--- src/rtl/seq_game_pkg.sv ---
// Shared types and constants for the sequence-memory game core.
// The LFSR tap mask selects bits 16,14,13,11 (1-based) of the 16-bit register.
package seq_game_pkg;

    typedef enum logic [2:0] {
        S_IDLE,
        S_GEN,
        S_SHOW_ON,
        S_SHOW_GAP,
        S_ENTER,
        S_DONE
    } state_e;

    localparam logic [15:0] LFSR_TAPS = 16'hB400;

    function automatic int cnt_w(input int p);
        return $clog2(p) + 1;
    endfunction

endpackage

--- src/rtl/seq_lfsr.sv ---
// 16-bit Fibonacci LFSR; next_o is the value the register takes on the next step.
// Exposing the post-step value lets the core store a digit in the same cycle it steps.
module seq_lfsr
    import seq_game_pkg::*;
#(
    parameter logic [15:0] SEED  = 16'hACE1,
    parameter int          OUT_W = 4
) (
    input  logic             clk,
    input  logic             rst,
    input  logic             step_i,
    output logic [OUT_W-1:0] next_o
);

    logic [15:0] lfsr_q;
    logic [15:0] lfsr_d;

    assign lfsr_d = {lfsr_q[14:0], ^(lfsr_q & LFSR_TAPS)};
    assign next_o = lfsr_d[OUT_W-1:0];

    always_ff @(posedge clk) begin
        if (rst) begin
            lfsr_q <= SEED;
        end else if (step_i) begin
            lfsr_q <= lfsr_d;
        end
    end

endmodule

--- src/rtl/seq_game_core.sv ---
// Sequence-memory game engine: generates, shows and verifies a digit sequence.
// All outputs are registered from the next-state values, so pulses lag their cause by one cycle.
module seq_game_core
    import seq_game_pkg::*;
#(
    parameter int          DIGIT_W       = 4,
    parameter int          MAX_LEVEL     = 8,
    parameter int          DISP_CYCLES   = 50_000_000,
    parameter int          GAP_CYCLES    = 12_500_000,
    parameter int          ENTRY_TIMEOUT = 250_000_000,
    parameter int          LIVES         = 3,
    parameter int          APPEND_MODE   = 0,
    parameter logic [15:0] SEED          = 16'hACE1
) (
    input  logic               clk,
    input  logic               rst,
    input  logic               start,
    input  logic               submit,
    input  logic [DIGIT_W-1:0] entry,
    output logic [DIGIT_W-1:0] show_digit,
    output logic               show_valid,
    output logic [3:0]         level,
    output logic [2:0]         lives_left,
    output logic               accepting,
    output logic               correct,
    output logic               incorrect,
    output logic               round_done,
    output logic               game_over,
    output logic               game_win
);

    localparam int SHOW_MAX = (DISP_CYCLES > GAP_CYCLES) ? DISP_CYCLES : GAP_CYCLES;
    localparam int SHOW_W   = cnt_w(SHOW_MAX);
    localparam int TMO_W    = cnt_w(ENTRY_TIMEOUT);
    localparam int IDX_W    = (MAX_LEVEL > 1) ? $clog2(MAX_LEVEL) : 1;

    localparam logic [SHOW_W-1:0] DISP_LD  = SHOW_W'(DISP_CYCLES - 1);
    localparam logic [SHOW_W-1:0] GAP_LD   = SHOW_W'(GAP_CYCLES - 1);
    localparam logic [SHOW_W-1:0] SHOW_ONE = SHOW_W'(1);
    localparam logic [TMO_W-1:0]  TMO_LD   = TMO_W'(ENTRY_TIMEOUT);
    localparam logic [TMO_W-1:0]  TMO_ONE  = TMO_W'(1);
    localparam logic [IDX_W-1:0]  IDX_ONE  = IDX_W'(1);
    localparam logic [3:0]        LVL_MAX  = 4'(MAX_LEVEL);
    localparam logic [2:0]        LIVES_LD = 3'(LIVES);

    state_e              state_q, state_d;
    logic [3:0]          level_q, level_d;
    logic [2:0]          lives_q, lives_d;
    logic [IDX_W-1:0]    idx_q, idx_d;
    logic [SHOW_W-1:0]   show_cnt_q, show_cnt_d;
    logic [TMO_W-1:0]    tmo_q, tmo_d;
    logic [DIGIT_W-1:0]  seq_q [MAX_LEVEL];
    logic [DIGIT_W-1:0]  seq_d [MAX_LEVEL];

    logic [DIGIT_W-1:0]  show_digit_q, show_digit_d;
    logic                show_valid_q, show_valid_d;
    logic                accepting_q, accepting_d;
    logic                correct_q, correct_d;
    logic                incorrect_q, incorrect_d;
    logic                round_done_q, round_done_d;
    logic                game_over_q, game_over_d;
    logic                game_win_q, game_win_d;

    logic                lfsr_step;
    logic [DIGIT_W-1:0]  lfsr_digit;
    logic [IDX_W-1:0]    last_pos;
    logic                last_idx;
    logic                miss;

    seq_lfsr #(
        .SEED  (SEED),
        .OUT_W (DIGIT_W)
    ) u_lfsr (
        .clk    (clk),
        .rst    (rst),
        .step_i (lfsr_step),
        .next_o (lfsr_digit)
    );

    assign last_pos = IDX_W'(level_q - 4'd1);
    assign last_idx = (idx_q == last_pos);

    always_comb begin
        state_d      = state_q;
        level_d      = level_q;
        lives_d      = lives_q;
        idx_d        = idx_q;
        show_cnt_d   = show_cnt_q;
        tmo_d        = tmo_q;
        seq_d        = seq_q;
        correct_d    = 1'b0;
        incorrect_d  = 1'b0;
        round_done_d = 1'b0;
        game_over_d  = 1'b0;
        game_win_d   = 1'b0;
        lfsr_step    = 1'b0;
        miss         = 1'b0;

        unique case (state_q)
            S_IDLE, S_DONE: begin
                if (start) begin
                    state_d = S_GEN;
                    level_d = 4'd1;
                    lives_d = LIVES_LD;
                    idx_d   = '0;
                end
            end
            S_GEN: begin
                lfsr_step = 1'b1;
                if (APPEND_MODE != 0) begin
                    seq_d[last_pos] = lfsr_digit;
                    state_d         = S_SHOW_ON;
                    idx_d           = '0;
                    show_cnt_d      = DISP_LD;
                end else begin
                    seq_d[idx_q] = lfsr_digit;
                    if (last_idx) begin
                        state_d    = S_SHOW_ON;
                        idx_d      = '0;
                        show_cnt_d = DISP_LD;
                    end else begin
                        idx_d = idx_q + IDX_ONE;
                    end
                end
            end
            S_SHOW_ON: begin
                if (show_cnt_q == '0) begin
                    state_d    = S_SHOW_GAP;
                    show_cnt_d = GAP_LD;
                end else begin
                    show_cnt_d = show_cnt_q - SHOW_ONE;
                end
            end
            S_SHOW_GAP: begin
                if (show_cnt_q != '0) begin
                    show_cnt_d = show_cnt_q - SHOW_ONE;
                end else if (last_idx) begin
                    state_d = S_ENTER;
                    idx_d   = '0;
                    tmo_d   = TMO_LD;
                end else begin
                    state_d    = S_SHOW_ON;
                    idx_d      = idx_q + IDX_ONE;
                    show_cnt_d = DISP_LD;
                end
            end
            S_ENTER: begin
                tmo_d = tmo_q - TMO_ONE;
                // A submit on the expiry cycle is judged on its value alone.
                if (submit) begin
                    tmo_d = TMO_LD;
                    if (entry == seq_q[idx_q]) begin
                        correct_d = 1'b1;
                        if (last_idx) begin
                            round_done_d = 1'b1;
                            idx_d        = '0;
                            if (level_q == LVL_MAX) begin
                                game_win_d = 1'b1;
                                state_d    = S_DONE;
                            end else begin
                                level_d = level_q + 4'd1;
                                state_d = S_GEN;
                            end
                        end else begin
                            idx_d = idx_q + IDX_ONE;
                        end
                    end else begin
                        miss = 1'b1;
                    end
                end else if (tmo_q == TMO_ONE) begin
                    miss = 1'b1;
                end
                if (miss) begin
                    incorrect_d = 1'b1;
                    lives_d     = lives_q - 3'd1;
                    idx_d       = '0;
                    if (lives_q == 3'd1) begin
                        game_over_d = 1'b1;
                        state_d     = S_DONE;
                    end else begin
                        state_d    = S_SHOW_ON;
                        show_cnt_d = DISP_LD;
                    end
                end
            end
            default: begin
                state_d = S_IDLE;
            end
        endcase

        accepting_d  = (state_d == S_ENTER);
        show_valid_d = (state_d == S_SHOW_ON);
        show_digit_d = show_valid_d ? seq_d[idx_d] : '0;
    end

    always_ff @(posedge clk) begin
        if (rst) begin
            state_q      <= S_IDLE;
            level_q      <= 4'd1;
            lives_q      <= LIVES_LD;
            idx_q        <= '0;
            show_cnt_q   <= '0;
            tmo_q        <= '0;
            seq_q        <= '{default: '0};
            show_digit_q <= '0;
            show_valid_q <= 1'b0;
            accepting_q  <= 1'b0;
            correct_q    <= 1'b0;
            incorrect_q  <= 1'b0;
            round_done_q <= 1'b0;
            game_over_q  <= 1'b0;
            game_win_q   <= 1'b0;
        end else begin
            state_q      <= state_d;
            level_q      <= level_d;
            lives_q      <= lives_d;
            idx_q        <= idx_d;
            show_cnt_q   <= show_cnt_d;
            tmo_q        <= tmo_d;
            seq_q        <= seq_d;
            show_digit_q <= show_digit_d;
            show_valid_q <= show_valid_d;
            accepting_q  <= accepting_d;
            correct_q    <= correct_d;
            incorrect_q  <= incorrect_d;
            round_done_q <= round_done_d;
            game_over_q  <= game_over_d;
            game_win_q   <= game_win_d;
        end
    end

    assign show_digit = show_digit_q;
    assign show_valid = show_valid_q;
    assign level      = level_q;
    assign lives_left = lives_q;
    assign accepting  = accepting_q;
    assign correct    = correct_q;
    assign incorrect  = incorrect_q;
    assign round_done = round_done_q;
    assign game_over  = game_over_q;
    assign game_win   = game_win_q;

endmodule

--- config.mk ---
export PLATFORM = sky130hd
export DESIGN_NAME = seq_game_core
export DESIGN_NICKNAME = d
export VERILOG_FILES = /design/src/rtl/seq_game_pkg.sv /design/src/rtl/seq_lfsr.sv /design/src/rtl/seq_game_core.sv
export SDC_FILE = /design/constraint.sdc
export NUM_CORES = 1
export LEC_CHECK = 0
export CAP_MARGIN = 20
export CORE_MARGIN = 3
export CORE_UTILIZATION = 52
export DETAILED_ROUTE_END_ITERATION = 8
export DONT_BUFFER_PORTS = 1
export HOLD_SLACK_MARGIN = 0.06
export PLACE_DENSITY = 0.8
export SLEW_MARGIN = 5
export SYNTH_ARGS = -nofsm -noshare
export SYNTH_HDL_FRONTEND = slang
export SYNTH_HIERARCHICAL = 1
export SYNTH_SLANG_ARGS = --single-unit
--- constraint.sdc ---
create_clock -name clk -period 3.2 [get_ports clk]
set_clock_uncertainty 0.05 [all_clocks]
set_input_delay 0.64 -clock clk [delete_from_list [all_inputs] [get_ports clk]]
set_output_delay 0.64 -clock clk [all_outputs]
set_load 0.05 [all_outputs]
# Word-level counts from Yosys, hierarchy flattened
# Index checks and enable logic that the tools add are counted.
# Widths: inputs -> output; s select.
dict set report word_totals {
  ff_bits 128
  in_bits 8
  out_inout_bits 18
  wordCells 141
}
dict set report op_classes {
  add_sub_neg 6
  n_lt_le_gt_ge 3
  eq_ne 23
  muxes 59
  bitwise 8
  n_reduce_logical 19
}
# operator n
set ops {}
lappend ops {{$mux 27} 6}
lappend ops {{$pmux 27 s4} 1}
lappend ops {{$mux 29} 3}
lappend ops {{$pmux 29 s2} 1}
lappend ops {{$mux 3} 19}
lappend ops {{$mux 4} 10}
lappend ops {{$bwmux 32} 1}
lappend ops {{$mux 32} 1}
lappend ops {{$eq 29x1->1 const B} 1}
lappend ops {{$sub 29x1->29 const B} 1}
lappend ops {{$logic_not 27->1} 1}
lappend ops {{$reduce_bool 27->1} 1}
lappend ops {{$sub 27x1->27 const B} 1}
lappend ops {{$bmux 4 s3} 2}
lappend ops {{$ne 2x2->1 const B} 10}
lappend ops {{$reduce_xor 16->1} 1}
lappend ops {{$pmux 3 s5} 1}
lappend ops {{$demux 4 s3} 1}
lappend ops {{$pmux 3 s4} 1}
lappend ops {{$mux 1} 10}
lappend ops {{$eq 3x2->1 const B} 3}
lappend ops {{$eq 3x3->1 const B} 3}
lappend ops {{$ge 4x4->1 const B} 2}
lappend ops {{$not 3->4} 2}
lappend ops {{other kinds (23)} 35}

# Longest topological paths before layout
# Gate-level depths: netlist (run 1).
dict set report logic_depth {
  depth_word 14
  ltp_mapped 13
  ltp_nobuf 10
}

# Modules after synthesis
# Netlist (run 1), hierarchy kept.
# mod instances cells_per_inst area_per_inst_um2 seq_area_each_um2
set modules_own_cells {}
lappend modules_own_cells {seq_game_core 1 760 6188.4 2242.2}
lappend modules_own_cells {seq_lfsr 1 59 616.8 320.3}

# Least setup slack after synthesis (run 1)
# OpenSTA, ideal clock, no wires.
dict set report synth_path {
  path_type {reg2reg}
  start {register level_q[0] (netlist: level[0])}
  end {register tmo_q[7]}
  setup_ns 0.070
  arrival_ns 3.355
  required_time_ns 3.080
  setup_slack_ns -0.275
  path_stages_with_launch 11
  path_buffers 0
  period_less_slack_ns 3.475
  path_cell_list {dfxtp_1 inv_1 ha_1 xnor2_1 nor4_1 nand4_1 and2_1 or4_1 or4_1 xor2_1 a21oi_1}
}
dict set report synth_between {
  elab_chain_cells 4
}
# item line_no
set synth_rtl {}
lappend synth_rtl {{from (decl)} seq_game_core.sv:47} ;# logic [3:0] level_q, level_d;
lappend synth_rtl {{from (signal assigned)} seq_game_core.sv:215} ;# level_q <= level_d;
lappend synth_rtl {{$sub 3x1->3} seq_game_core.sv:80} ;# assign last_pos = IDX_W'(level_q - 4'd1);
lappend synth_rtl {{$eq 3x3->1} seq_game_core.sv:81} ;# assign last_idx = (idx_q == last_pos);
lappend synth_rtl {{$ne 2x2->1 (no source line)} -}
lappend synth_rtl {{$reduce_and 3->1 (no source line)} -}
lappend synth_rtl {{to (signal assigned)} seq_game_core.sv:219} ;# tmo_q <= tmo_d;
lappend synth_rtl {{to (decl)} seq_game_core.sv:51} ;# logic [TMO_W-1:0] tmo_q, tmo_d;
# No other way between the ends.
# A chain may end at the register's enable or synchronous reset.

# Worst setup path after layout (run 1)
dict set report layout_path {
  start {register idx_q[0]}
  end {register show_digit_q[2] (netlist: show_digit[2])}
}
dict set report layout_between {
  elab_chain_cells 14
  elab_cells_between_ends 39
  cone_classes {1 x add/sub; 2 x order compare; 3 x eq/ne; 28 x mux; 3 x bitwise; 2 x reduce/logical}
}
# item line_no
set layout_rtl {}
lappend layout_rtl {{from (decl)} seq_game_core.sv:49} ;# logic [IDX_W-1:0] idx_q, idx_d;
lappend layout_rtl {{from (signal assigned)} seq_game_core.sv:217} ;# idx_q <= idx_d;
lappend layout_rtl {{$not 3->4 (implied by the code)} {seq_game_core.sv:116, seq_game_core.sv:152}}
lappend layout_rtl {{$bmux 4 s3} seq_game_core.sv:152} ;# if (entry == seq_q[idx_q]) begin
lappend layout_rtl {{$mux 4 (implied by the code) (2 in series)} seq_game_core.sv:152}
lappend layout_rtl {{$eq 4x4->1} seq_game_core.sv:152}
lappend layout_rtl {{$mux 1} seq_game_core.sv:152}
lappend layout_rtl {{$mux 1} seq_game_core.sv:150} ;# if (submit) begin
lappend layout_rtl {{$mux 1} seq_game_core.sv:99} ;# unique case (state_q)
lappend layout_rtl {{$mux 3} seq_game_core.sv:173} ;# if (miss) begin
lappend layout_rtl {{$pmux 3 s4} seq_game_core.sv:99}
lappend layout_rtl {{$not 3->4 (implied by the code)} seq_game_core.sv:193} ;# show_digit_d = show_valid_d ? seq_d[idx_d] : '0;
lappend layout_rtl {{$bmux 4 s3} seq_game_core.sv:193}
lappend layout_rtl {{$mux 4 (implied by the code) (2 in series)} seq_game_core.sv:193}
lappend layout_rtl {{to (signal assigned)} seq_game_core.sv:221} ;# show_digit_q <= show_digit_d;
lappend layout_rtl {{to (decl)} seq_game_core.sv:55} ;# logic [DIGIT_W-1:0] show_digit_q, show_digit_d;
# Several ways; a longest one is shown, not always the timed one. The select of a mux whose other input is x is not followed.

==> results_dict.tcl, run 1 <==
set metrics [dict create \
    peakVddDrop_uv 512 \
    clock_latency_ns 0.43 \
    initialDrtViolationCount 619 \
    coreArea_mm2 0.0127 \
    grt_pass1_wl_mm 27.9 \
    hold_viol 0 \
    clockBufferDepth 2 \
    crit_path_end_kind "flip-flop" \
    ctsHoldBuffers 0 \
    fmax_mhz 316 \
    cts_sinks 128 \
    die-area_mm2 0.0145 \
    synth-seq-area-share 0.377 \
    crit_type "reg2reg" \
    final_nets 848 \
    io_buffers 0 \
    final-max-slew-violation-count 0 \
    start_util 0.535 \
    num_rows 41 \
    avgSynthCellArea_um2 8.31 \
    die_width_um 120 \
    wl_mm 17.3 \
    synth-seq-cells 128 \
    first_global_vias 5674 \
    synth.distinct_cells 67 \
    final.setup.tns_ns 0 \
    design_area_mm2 0.00791 \
    crit_fanout 15 \
    slowest_delay_ns 0.60 \
    h-tree-depth 4 \
    slew_headroom 0.520 \
    crit_top_cell "mux2i_1" \
    layout_commonest_cell "dfxtp_1" \
    grt_util_all_layers 0.237 \
    drv_cap 0 \
    place_area_mm2 0.00710 \
    routedWlPerCell_um 17.0 \
    yosysWarnings 6 \
    die_y_um 120 \
    antenna_cells 0 \
    critPathRequiredTime_ns 3.47 \
    finalSetupViolCount 0 \
    holdWs_ns 0.243 \
    crit_slowest_cell "or4_4" \
    synthArstFlopShare 0 \
    fin_crit_ns 3.17 \
    post-dp-hpwl_mm 11.6 \
    antenna_left 0 \
    grt.overflow.total 0 \
    syn-cell-area_mm2 0.00681 \
    syn_to_final_growth_pct 16.3 \
    drive_above_1_share 0.141 \
    drc 0 \
    worst_ep_arrival_time_ns 3.44 \
    cts_tree "yes" \
    clkTransAtPathRegs_ns 0.06 \
    gp_congestion 0.955 \
    p_leak_nw 2.98 \
    grt_max_degree 104 \
    numCtsBuffers 17 \
    viasPerCell 6.08 \
    status "completed" \
    dr.pass1.iters 5 \
    synth_enable_flop_cells 0 \
    postSynthCellCount 819 \
    syn_nets 836 \
    crit_chain "buf_12 > mux2i_1 > mux4_2 > xnor2_2 > or4_4 > o211ai_1 > buf_6 > mux2i_1 > a221oi_1 > a211oi_1" \
    clockRootBuffer "clkbuf_16" \
    powerDensity_mw_per_mm2 570 \
    synth_top_flop_cell "dfxtp_1" \
    period_share 0.990 \
    startpoint_type "flip-flop" \
    tightest_slew_ns 0.718 \
    antenna_found_initial 0 \
    vias 6165 \
    hold_path_class "in2reg" \
    total_power_w 0.00451 \
    io_pins 26 \
    final_cell_mix "123 x dfxtp_1, 114 x nor2_1, 67 x nand2_1" \
]
==> stage by stage <==
step           utilization  std cells  worst slack [ns]
4_1_cts              0.607       1011           0.00330
3_5_place_dp         0.558        978           -0.0261
5_1_grt              0.622       1014           -0.0407
3_3_place_gp         0.558        978            0.0433
2_1_floorplan            -        819            0.0444
6_report             0.622       1014            0.0329
==> sequential cells by signal, summed over array words and instances, names as in the netlist <==
signal and cells:
game_win 1, idx_q 3, round_done 1, correct 1, incorrect 1, seq_q 32
accepting 1, tmo_q 29, show_valid 1, state_q 3, show_digit 4, game_over 1
level 4, u_lfsr/lfsr_q 16, lives_left 3, show_cnt_q 27
==> path summary, 6_finish.rpt <==
kind | from | endpoint | slack (ns) | cells past startpoint
worst max-delay path | idx_q[0] | show_digit[2] | 0.03 | 10
worst min-delay path | rst | show_cnt_q[7] | 0.24 | 1
worst max register to register | idx_q[0] | show_digit[2] | 0.03 | 10
worst min register to register | show_cnt_q[19] | show_cnt_q[19] | 0.42 | 2
==> power breakdown <==
| group | total, W | switching [W] | internal (W) |
|---|---|---|---|
| Clock | 0.00197 | 0.000695 | 0.00127 |
| Sequential | 0.00177 | 0.0000993 | 0.00167 |
| Combinational | 0.000770 | 0.000448 | 0.000322 |
==> logic make-up after synthesis <==
| kind of cell | share of synthesized area |
|---|---|
| AO/OA/AOI/OAI | 0.173 |
| XOR/XNOR | 0.0520 |
| adder cells (fa/ha/maj) | 0.0165 |
| buffers and inverters | 0.0495 |
| flip-flops | 0.377 |
| multiplexers | 0.0971 |
| AND/OR/NAND/NOR | 0.236 |
==> repair_timing <==
item / CTS / global route
buffers inserted: 3 / 2
resized for setup: 0 / 26
endpoints found under the setup margin: 6 / 52
gates cloned: 0 / 1
pin swaps: 2 / 3
==> synthesized netlist by cell type (16+ instances only) <==
library cell | count | area, um^2
dfxtp_1 | 128 | 2560
nor2_1 | 115 | 432
nand2_1 | 67 | 251
a21oi_1 | 65 | 325
mux2i_1 | 57 | 571
clkbuf_1 | 37 | 139
nor3_1 | 31 | 155
o21ai_0 | 29 | 145
or3_1 | 24 | 150
xnor2_1 | 20 | 175
nor4_1 | 19 | 119
inv_1 | 18 | 67.6
a211oi_1 | 16 | 120
nand3_1 | 16 | 80.1
==> layout make-up <==
class                   count  area [um^2]
multi-input cells         618         4060
flip-flops and latches    128         2570
clock inverters            10          136
clock buffers              20          467
repair buffers             46          392
inverters                  20         75.1
well taps                 172          215
fillers                  1102         4810
==> routing by layer <==
metal	global-route usage	vias up	part of all wire
met5	0	-	0
met4	0.0588	0	0.017
met3	0.0702	32	0.067
met2	0.391	227	0.48
met1	0.307	2907	0.43
li1	-	2999	-
==> critical path: cells and delay by family, from the launching register on <==
kind | cells | cell delay, ns
AO/OA/AOI/OAI | 3 | 0.62
XOR/XNOR | 1 | 0.18
multiplexers | 3 | 0.84
flip-flops | 1 | 0.39
AND/OR/NAND/NOR | 1 | 0.60
buffers and inverters | 2 | 0.37
No activity file was read; power rests on OpenSTA's default activity.
==> run 2, diff against run 1 <==
--- a/config.mk
+++ b/config.mk
@@ -5,6 +5,7 @@
 export SDC_FILE = /design/constraint.sdc
 export NUM_CORES = 1
 export LEC_CHECK = 0
+export ABC_AREA = 1
 export CAP_MARGIN = 20
 export CORE_MARGIN = 3
 export CORE_UTILIZATION = 52
==> results_dict.tcl, run 2 <==
set metrics [dict create \
    first_global_vias 5976 \
    grt_util_all_layers 0.234 \
    cts_sinks 128 \
    antenna_left 0 \
    crit_top_cell "nand2_1" \
    largest_register_ffs 32 \
    switching_share 0.436 \
    h-tree-depth 4 \
    clock_latency_ns 0.42 \
    final.setup.tns_ns 0 \
    drive_above_1_share 0.0839 \
    period_share 0.894 \
    total_power_w 0.00727 \
    synth_common_cells "235 x nand2_1, 157 x nor2_1, 150 x inv_1" \
    layout_commonest_cell "nand2_1" \
    coreArea_mm2 0.0129 \
    die_width_um 123 \
    synth.largest_area_cell "dfxtp_1" \
    die_y_um 123 \
    viasPerCell 5.27 \
    largest_register "seq_q" \
    internal-power_w 0.00410 \
    routedWlPerCell_um 13.5 \
    crit_fanout 9 \
    synth.distinct_cells 47 \
    synth-seq-cells 128 \
    cts_tree "yes" \
    synth_top_flop_cell "dfxtp_1" \
    synth-seq-area-share 0.363 \
    final-max-slew-violation-count 0 \
    slowest_delay_ns 0.59 \
    drv_cap 0 \
    cts.repair.resized 0 \
    critPathRequiredTime_ns 3.46 \
    antenna_cells 0 \
    p_leak_nw 3.77 \
    fin_crit_ns 2.86 \
    finalSetupViolCount 0 \
    fmax_mhz 350 \
    tightest_slew_ns 0.689 \
    post-dp-hpwl_mm 11.9 \
    status "completed" \
    clockPowerShare 0.271 \
    num_rows 41 \
    vias 6630 \
    netSwitchingPower_w 0.00317 \
    fill_cells 1225 \
    avgSynthCellArea_um2 6.62 \
    final_core_util 0.603 \
    hold_viol 0 \
    syn_to_final_growth_pct 10.3 \
    powerDensity_mw_per_mm2 933 \
    gp_congestion 0.927 \
    worst_ep_arrival_time_ns 3.12 \
    grt_max_degree 84 \
    postSynthCellCount 1068 \
    crit_slowest_cell "dfxtp_1" \
    synthArstFlopShare 0 \
    clockBufferDepth 2 \
    drc 0 \
    antenna_found_initial 0 \
    crit_chain "nand2_1 > clkinv_1 > nand3_1 > nand2_1 > nor2_1 > nand2_1 > nand2_1 > nor2_4 > nand2_1 > nand2_1 > nand3_2 > nor2_1 > nor2_1 > nor2_2 > nand3_1 > nand3_1 > a21oi_1" \
    top_regs "seq_q (32), tmo_q (29), show_cnt_q (27)" \
    synth_enable_flop_cells 0 \
    peakVddDrop_uv 650 \
    dr.pass1.iters 5 \
    syn_nets 1085 \
    start_util 0.547 \
    startpoint_type "flip-flop" \
    hold_path_class "in2reg" \
    clkTransAtPathRegs_ns 0.06 \
    combPwrFrac 0.424 \
    crit_path_end_kind "flip-flop" \
    initialDrtViolationCount 455 \
    crit_type "reg2reg" \
    syn-cell-area_mm2 0.00707 \
    synth_most_common_cell "nand2_1" \
    synth_top_area_frac 0.363 \
    grt_pass1_wl_mm 28.2 \
    cts_setup_buffers 0 \
    clockRootBuffer "clkbuf_16" \
    numCtsBuffers 17 \
    io_pins 26 \
    slew_headroom 0.540 \
    ctsHoldBuffers 0 \
    die-area_mm2 0.0150 \
    final_nets 1089 \
    grt.overflow.total 0 \
    synth.area.top_cells "dfxtp_1 36%, nand2_1 12%, nor2_1 8.3%" \
    wl_mm 17.0 \
    rsz0062_at_grt "false" \
    final_cell_mix "235 x nand2_1, 157 x nor2_1, 150 x inv_1" \
    power_frac_seq 0.305 \
    yosysWarnings 6 \
    io_buffers 0 \
]
-- run 2: worst paths after layout --
kind,depth (start not counted),to,slack (ns),start
max,17,show_digit[1],0.34,idx_q[2]
min reg2reg,2,u_lfsr/lfsr_q[6],0.41,u_lfsr/lfsr_q[6]
max reg2reg,17,show_digit[1],0.34,idx_q[2]
min,1,seq_q[29],0.28,rst
-- run 2: cell type report --
class	instances	area, um^2	area share
well taps	172	215	0.0276
repair buffers	14	105	0.0135
inverters	165	622	0.0798
flip-flops and latches	128	2560	0.329
clock inverters	13	164	0.0210
clock buffers	19	443	0.0568
multi-input cells	746	3680	0.472
-- run 2: critical path, delay by kind of cell, from the launching register on --
kind | cells | cell delay (ns)
buffers and inverters | 1 | 0.14
AND/OR/NAND/NOR | 15 | 1.88
AO/OA/AOI/OAI | 1 | 0.07
flip-flops | 1 | 0.59
-- run 2: cells by family (layout without fill, tap and decap cells) --
kind of cell    after synthesis  in the layout  synth area share
flops                       128            128             0.363
simple gates                552            552             0.349
xor+xnor                     18             18            0.0223
compound gates              167            167             0.134
fa+ha+maj                     9              9            0.0159
buf+inv                     194            211             0.116
-- run 2: layer usage --
layer / part of all wire / wire length, um / global-route usage
met1: 0.45 / 7610 / 0.290
met2: 0.49 / 8290 / 0.400
met3: 0.050 / 858 / 0.0636
met4: 0.015 / 252 / 0.0686
met5: 0 / 0 / 0
-- run 2: metrics by stage --
step | hold WS (ns) | worst slack, ns | std cells | instance area (um^2)
floorplan | 0.379 | 0.339 | 1068 | 7070
global placement | 0.392 | 0.401 | 1225 | 7190
detailed placement | 0.393 | 0.373 | 1225 | 7190
CTS | 0.230 | 0.334 | 1257 | 7790
global route | 0.237 | 0.00700 | 1257 | 7790
finish | 0.279 | 0.339 | 1257 | 7790
-- run 2: power by group through the flow --
stage	sequential, W	combinational (W)	clock (W)
6_report	0.00222	0.00309	0.00197
5_1_grt	0.00225	0.00347	0.00207
4_1_cts	0.00221	0.00305	0.00200
3_5_place_dp	0.00224	0.00302	0
3_3_place_gp	0.00223	0.00298	0
2_1_floorplan	0.00221	0.00249	0
